File: src/rtl/switch_debounce_pkg.sv
// Shared constants and helpers for the slide-switch debouncer.
// Optional feature macro: SWITCH_DEBOUNCE_EDGE_EN (adds rise/fall/changed outputs).
package switch_debounce_pkg;

    localparam int SW_WIDTH_DEF     = 18;
    localparam int TICK_DIV_DEF     = 50000;
    localparam int STABLE_TICKS_DEF = 8;

    // Stability counter width; holds STABLE_TICKS-1 for every legal STABLE_TICKS (1..15).
    localparam int CNT_W = 4;

    // Ceiling log2, used to size the prescaler so it can reach TICK_DIV-1.
    function automatic int clog2(input int value);
        int result;
        result = 32'sd0;
        for (int i = 0; i < 32; i++) begin
            if (((value - 32'sd1) >> i) != 32'sd0) begin
                result = i + 32'sd1;
            end else begin
                result = result;
            end
        end
        return result;
    endfunction

endpackage

File: src/rtl/switch_debounce_bit.sv
// One debounced switch bit: 2-flop synchroniser, stability counter, output flop
// and, when SWITCH_DEBOUNCE_EDGE_EN is defined, registered rise/fall pulses.
module switch_debounce_bit
    import switch_debounce_pkg::*;
#(
    parameter int STABLE_TICKS = STABLE_TICKS_DEF
) (
    input  logic clk,
    input  logic reset_n,
    input  logic tick,
    input  logic in_bit,
    output logic out_bit
`ifdef SWITCH_DEBOUNCE_EDGE_EN
    ,
    output logic rise_pulse,
    output logic fall_pulse,
    output logic accept
`endif
);

    localparam logic [CNT_W-1:0] CNT_LAST = CNT_W'(STABLE_TICKS - 1);

    logic             sync0_r;
    logic             sync1_r;
    logic [CNT_W-1:0] cnt_r;
    logic             out_r;
    logic             mismatch_s;
    logic             accept_s;

    // A new level is accepted on the tick that completes the stability interval.
    assign mismatch_s = sync1_r ^ out_r;
    assign accept_s   = mismatch_s & tick & (cnt_r == CNT_LAST);
    assign out_bit    = out_r;

    // Two-flop synchroniser bringing the raw switch level into clk.
    always_ff @(posedge clk or negedge reset_n) begin
        if (!reset_n) begin
            sync0_r <= 1'b0;
            sync1_r <= 1'b0;
        end else begin
            sync0_r <= in_bit;
            sync1_r <= sync0_r;
        end
    end

    // Count ticks while the synchronised level disagrees with the output; any agreement restarts.
    always_ff @(posedge clk or negedge reset_n) begin
        if (!reset_n) begin
            cnt_r <= '0;
        end else if (!mismatch_s) begin
            cnt_r <= '0;
        end else if (tick) begin
            if (cnt_r == CNT_LAST) begin
                cnt_r <= '0;
            end else begin
                cnt_r <= cnt_r + CNT_W'(1);
            end
        end else begin
            cnt_r <= cnt_r;
        end
    end

    // Debounced output level, updated only when the interval completes.
    always_ff @(posedge clk or negedge reset_n) begin
        if (!reset_n) begin
            out_r <= 1'b0;
        end else if (accept_s) begin
            out_r <= sync1_r;
        end else begin
            out_r <= out_r;
        end
    end

`ifdef SWITCH_DEBOUNCE_EDGE_EN
    logic rise_r;
    logic fall_r;

    assign rise_pulse = rise_r;
    assign fall_pulse = fall_r;
    assign accept     = accept_s;

    // One-cycle edge pulses, coincident with the output flop update.
    always_ff @(posedge clk or negedge reset_n) begin
        if (!reset_n) begin
            rise_r <= 1'b0;
            fall_r <= 1'b0;
        end else begin
            rise_r <= accept_s & sync1_r;
            fall_r <= accept_s & ~sync1_r;
        end
    end
`endif

endmodule

File: src/rtl/switch_debounce.sv
// Slide-switch conditioner: shared sample-tick prescaler plus WIDTH independent
// debounced bits. Optional feature macro: SWITCH_DEBOUNCE_EDGE_EN adds
// rise_pulse, fall_pulse and changed outputs.
module switch_debounce
    import switch_debounce_pkg::*;
#(
    parameter int WIDTH        = SW_WIDTH_DEF,
    parameter int TICK_DIV     = TICK_DIV_DEF,
    parameter int STABLE_TICKS = STABLE_TICKS_DEF
) (
    input  logic             clk,
    input  logic             reset_n,
    input  logic [WIDTH-1:0] in_port,
    output logic [WIDTH-1:0] out_port
`ifdef SWITCH_DEBOUNCE_EDGE_EN
    ,
    output logic [WIDTH-1:0] rise_pulse,
    output logic [WIDTH-1:0] fall_pulse,
    output logic             changed
`endif
);

    // A one-state prescaler (TICK_DIV=1) still needs a 1-bit register.
    localparam int              PRE_W    = (TICK_DIV > 1) ? clog2(TICK_DIV) : 1;
    localparam logic [PRE_W-1:0] PRE_LAST = PRE_W'(TICK_DIV - 1);

    logic [PRE_W-1:0] pre_cnt_r;
    logic             tick_s;

    // Tick marks the last count of each prescaler period.
    assign tick_s = (pre_cnt_r == PRE_LAST);

    // Free-running prescaler counting 0..TICK_DIV-1.
    always_ff @(posedge clk or negedge reset_n) begin
        if (!reset_n) begin
            pre_cnt_r <= '0;
        end else if (tick_s) begin
            pre_cnt_r <= '0;
        end else begin
            pre_cnt_r <= pre_cnt_r + PRE_W'(1);
        end
    end

`ifdef SWITCH_DEBOUNCE_EDGE_EN
    logic [WIDTH-1:0] accept_s;
    logic             changed_r;

    assign changed = changed_r;

    // Summary change flag, registered so it lines up with the per-bit pulses.
    always_ff @(posedge clk or negedge reset_n) begin
        if (!reset_n) begin
            changed_r <= 1'b0;
        end else begin
            changed_r <= |accept_s;
        end
    end
`endif

    for (genvar i = 0; i < WIDTH; i++) begin : g_bit
        switch_debounce_bit #(
            .STABLE_TICKS (STABLE_TICKS)
        ) u_bit (
            .clk        (clk),
            .reset_n    (reset_n),
            .tick       (tick_s),
            .in_bit     (in_port[i]),
            .out_bit    (out_port[i])
`ifdef SWITCH_DEBOUNCE_EDGE_EN
            ,
            .rise_pulse (rise_pulse[i]),
            .fall_pulse (fall_pulse[i]),
            .accept     (accept_s[i])
`endif
        );
    end

endmodule

File: config.mk
export PLATFORM = sky130hd
export DESIGN_NAME = switch_debounce
export DESIGN_NICKNAME = d
export VERILOG_FILES = /design/src/rtl/switch_debounce_pkg.sv /design/src/rtl/switch_debounce_bit.sv /design/src/rtl/switch_debounce.sv
export SDC_FILE = /design/constraint.sdc
export NUM_CORES = 1
export LEC_CHECK = 0
export BUFFER_PORTS_ARGS = -buffer_cell sky130_fd_sc_hd__buf_2
export CAP_MARGIN = 10
export CORE_MARGIN = 1.5
export CORE_UTILIZATION = 45
export DETAILED_ROUTE_END_ITERATION = 12
export GPL_TIMING_DRIVEN = 0
export PLACE_DENSITY = 0.64
export REMOVE_ABC_BUFFERS = 1
export SYNTH_ARGS = -nofsm -noshare
export SYNTH_HDL_FRONTEND = slang
export SYNTH_HIERARCHICAL = 1
export SYNTH_SLANG_ARGS = --single-unit
File: constraint.sdc
create_clock -name clk -period 2.77 [get_ports clk]
set_clock_uncertainty 0.2 [all_clocks]
set_input_delay 0.554 -clock clk [delete_from_list [all_inputs] [get_ports clk]]
set_output_delay 0.554 -clock clk [all_outputs]
set_load 0.02 [all_outputs]
# --- Word-level counts from Yosys, hierarchy flattened ---
# Cells that the tools add are included.
totals:
  register_bits: 142
  latch_bits: 0
  ram_bits: 0
  rom_bits: 0
  out_inout_bits: 18
  elab_cells: 238
  n_memories: 0
classes:
  addsub: 19
  mul: 0
  n_div: 0
  order_cmp: 0
  eq_ne: 37
  shift: 0
  n_mux: 55
  bitwise_logic: 54
  n_reduce_logical: 0
op_table:
  columns: ["operator", "n"]
  rows:
  - ["$mux 4", 54]
  - ["$add 4x1->4 const B", 18]
  - ["$eq 4x3->1 const B", 18]
  - ["$and 1x1->1", 36]
  - ["$ne 2x2->1 const B", 17]
  - ["$xor 1x1->1", 18]
  - ["$add 16x1->16 const B", 1]
  - ["$eq 16x16->1 const B", 1]
  - ["$mux 16", 1]
  - ["$ne 2x1->1 const B", 1]

# --- Logic depth before layout (Yosys ltp) ---
depth:
  ltp_word: 4
  ltp_mapped: 8
  ltp_nobuf: 6

# --- Hierarchy ---
# Netlist, hierarchy kept.
modules_own_cells:
  columns: ["mod", "instances", "cells_per_inst", "area_per_inst_um2", "seq_area_each_um2"]
  rows:
  - ["switch_debounce_bit", 18, 24, 297.8, 175.2]
  - ["switch_debounce", 1, 67, 762.0, 400.4]

# --- Worst setup path after synthesis ---
# Ideal clock, no wire load.
synth_path:
  kind: "reg-to-reg"
  startpoint: "register pre_cnt_r[0]"
  endpoint: "register g_bit[10].u_bit.cnt_r[3]"
  setup_time_ns: 0.073
  arrival_time_ns: 2.117
  t_required_ns: 2.497
  path_slack_ns: 0.379
  path_stages_with_launch: 9
  synth_period_minus_slack_ns: 2.391
  cell_sequence: "dfrtp_1 -> ha_1 -> and3_1 -> buf_2 -> and4_1 -> buf_6 -> nand4_1 -> or3_1 -> a21oi_2"
synth_between:
  elab_chain_len: 2
synth_rtl:
  columns: ["item", "line_no", "source"]
  rows:
  - ["start, declared", "switch_debounce.sv:27", "logic [PRE_W-1:0] pre_cnt_r;"]
  - ["start signal, assigned", "switch_debounce.sv:40", "pre_cnt_r <= pre_cnt_r + PRE_W'(1);"]
  - ["$eq 16x16->1", "switch_debounce.sv:31", "assign tick_s = (pre_cnt_r == PRE_LAST);"]
  - ["net tick_s", "switch_debounce.sv:28", "logic tick_s;"]
  - ["$ne 2x2->1 (no line)", null, null]
  - ["end signal, assigned", "switch_debounce_bit.sv:56", "cnt_r <= cnt_r + CNT_W'(1);"]
  - ["end signal, assigned", "switch_debounce_bit.sv:59", "cnt_r <= cnt_r;"]
  - ["end, declared", "switch_debounce_bit.sv:25", "logic [CNT_W-1:0] cnt_r;"]
# The timed path passes the listed nets, and every way through them passes these cells.
# A chain may end at the register's enable or synchronous reset.

# --- Final worst setup path ---
layout_path:
  startpoint: "register pre_cnt_r[0]"
  endpoint: "register g_bit[12].u_bit.cnt_r[3]"
layout_between:
  elab_chain_len: 2
layout_rtl:
  columns: ["item", "line_no"]
  rows:
  - ["$eq 16x16->1", "switch_debounce.sv:31"]
  - ["$ne 2x2->1 (no line)", null]
  - ["end signal, assigned", "switch_debounce_bit.sv:56"]
  - ["end signal, assigned", "switch_debounce_bit.sv:59"]
  - ["end, declared", "switch_debounce_bit.sv:25"]
# Every way passes these cells.

==> out/results.ini <==
[global_routing]
grt_max_degree = 95
met2_usage_pct = 25.5
grt_pass1_wl_um = 18000
grt_pass1_vias = 3980
grtUsageMet3_pct = 5.70
gr-max-usage-layer = met2
met1_usage_pct = 19.8
antenna_found_initial = 0
overflow = 0
grt_use_total_pct = 15.8

[worst_setup_path]
crit_start = pre_cnt_r[0]
timing.rr.start = pre_cnt_r[0]
ff2ff_setup_slack_ns = 0.17
crit_fanout = 65
worstReg2RegEnd = g_bit[12].u_bit/cnt_r[3]
cp-endpoint = g_bit[12].u_bit/cnt_r[3]
setup.worst_path.end_class = flop
crit_required_ns = 2.92
cp_data_arrival_time_ns = 2.75
r2r_cells = 7
startpoint_type = flop
critical_path_class = reg2reg

[synth]
yosys-top-cells-area = dfrtp_1, nand3b_1, ha_1
syn-instance-count = 499
ys_ff_latch = 142
netlist-cell-type-count = 30
synth.avg_cell_area_um2 = 12.3
synth_top_area_cell = dfrtp_1
yosysSeqAreaShare_pct = 58.0
netlist_area_um2 = 6120
yosysWarnings = 6
netlist.area_leader.share_pct = 58.0

[clocking]
clk_pin_slew_ns = 0.06
root_buffer = clkbuf_16
cts_tree = yes
cts_made_buffers = 17
clk_latency_ns = 0.42
htree_levels = 4
clkSinkCount = 142
clockBufferDepth = 2

[timing]
fin_ws_ns = 0.173
whs_ns = 0.0305
worst_pin_slew_ns = 0.547
relSlewSlack_pct = 63.5
finalHoldViolations = 0
period_share_pct = 93.7
setup_viol = 0
slew_violations = 0
max_freq_mhz = 385
period_minus_slack_ns = 2.60
rsz0062_at_grt = no

[detailed_routing]
post_drt_wl_per_cell_um = 13.1
drt_iter0_drc = 236
dr.pass1.iters = 4
ant_nets = 0
drc_errors = 0
vias = 3907
via_per_inst = 5.23
routed_wl_um = 9790

[place]
dp.cells = 712
gp_congestion = 0.714
port_buffers = 37
place_ws_ns = -0.0417
dp_hpwl_um = 5910

[finish]
syn2layout_area_growth_pct = 17.5
mostFrequentLayoutCells = dfrtp_1, nor2_1, nand2_1
stdcell_count = 747
drive_gt1_share_pct = 20.0
nets = 597
fill_cells = 1152
seq_area_um2 = 3550
final_common_cell = dfrtp_1
multi_input_area_um2 = 2580
fin_util_pct = 54.3
insertedDiodeCount = 0

[floorplanning]
die_w_um = 120
num_rows = 42
die_area_um2 = 14300
core_area_um2 = 13200
start_util_pct = 46.2
die_y_um = 120
ioPinCount = 38

[power_and_ir_drop]
p_total_mw = 4.38
peakVddDrop_v = 0.000502
powerDensity_nw_per_um2 = 609
p_leak_nw = 3.15

[worst_hold_path]
hold_class = in2reg

[status]
status = completed

[job]
maxCapViolations = 0

[power breakdown]
part / leakage [nW] / internal [mW] / switching (mW)
clock network: 0.274 / 1.33 / 0.857
logic: 0.985 / 0.0237 / 0.0591
registers: 1.89 / 2.10 / 0.0116
total: 3.15 / 3.45 / 0.928
[timing repair]
item                                   CTS  global route
gates resized for setup                  1             1
pin swaps                                1             0
setup endpoints to repair               10            10
gates cloned                             2             0
setup buffers                            0             0
hold buffers                             1             0
endpoints found under the hold margin   48             0
[cell type report]
cell class / instances / share of cell area (%)
repair buffers: 40 / 3.57
multi-input cells: 356 / 35.9
clock buffers: 19 / 6.02
inverters: 1 / 0.0522
well taps: 176 / 3.06
clock inverters: 13 / 1.97
flip-flops and latches: 142 / 49.4
[worst min path at each step]
stage | startpoint | endpoint | slack (ns) | depth (start not counted)
detailed placement | g_bit[11].u_bit/sync0_r | g_bit[11].u_bit/sync1_r | 0.13 | 0
floorplan | reset_n | g_bit[0].u_bit/cnt_r[0] | 0.06 | 0
finish | in_port[17] | g_bit[17].u_bit/sync0_r | 0.03 | 1
global placement | g_bit[6].u_bit/sync0_r | g_bit[6].u_bit/sync1_r | 0.13 | 0
global route | in_port[5] | g_bit[5].u_bit/sync0_r | 0.02 | 1
CTS | in_port[17] | g_bit[17].u_bit/sync0_r | 0.02 | 1
[state kept, by name, indices dropped and copies added (netlist names)]
register,count
g_bit.u_bit/sync0_r,18
g_bit.u_bit/out_bit,18
g_bit.u_bit/sync1_r,18
pre_cnt_r,16
g_bit.u_bit/cnt_r,72
[synth_stat cells]
cell and count:
dfrtp_1 142, nor2_1 43, nand2_1 40, nand3b_1 36, xor2_1 26, xnor2_1 22, nand4_1 21, a21oi_1 19
ha_1 19, mux2i_1 19, nand2b_1 19, a21oi_2 18, mux2_2 18, nand4b_1 18, or3_1 18, and4_1 4
nand3_1 3, and2_1 2, a31o_2 1, and2_4 1, and3_1 1, and3_2 1, and4_4 1, and4bb_1 1
buf_2 1, buf_6 1, inv_1 1, nor2b_1 1, nor4b_1 1, nor4bb_1 1
[through the flow]
step	cell area (um^2)	TNS, ns
finish	7190	0
CTS	7190	0
global placement	6510	-329.12
detailed placement	6580	-0.138
floorplan	6110	-96.12
global route	7190	0
[routing by layer]
metal / wire (um) / vias up
li1: - / 1900
met2: 4670 / 45
met1: 4680 / 1954
met3: 362 / 8
met5: 0 / -
met4: 79 / 0
[critical path: stages (launching register included)]
cell,delay (ns)
dfrtp_1,0.39
ha_1,0.20
and3_1,0.34
and4_4,0.45
buf_16,0.28
nand4_1,0.15
or3_1,0.36
a21oi_2,0.12
[cell families after synthesis]
| kind of cell | count (synthesis) | synth area share, % |
|---|---|---|
| flops | 142 | 58.0 |
| xor+xnor | 48 | 6.87 |
| compound gates | 38 | 4.27 |
| simple gates | 212 | 20.2 |
| mux | 37 | 6.42 |
| buf+inv | 3 | 0.327 |
| fa+ha+maj | 19 | 3.88 |
Note: power is estimated with default switching activity, not from simulation.
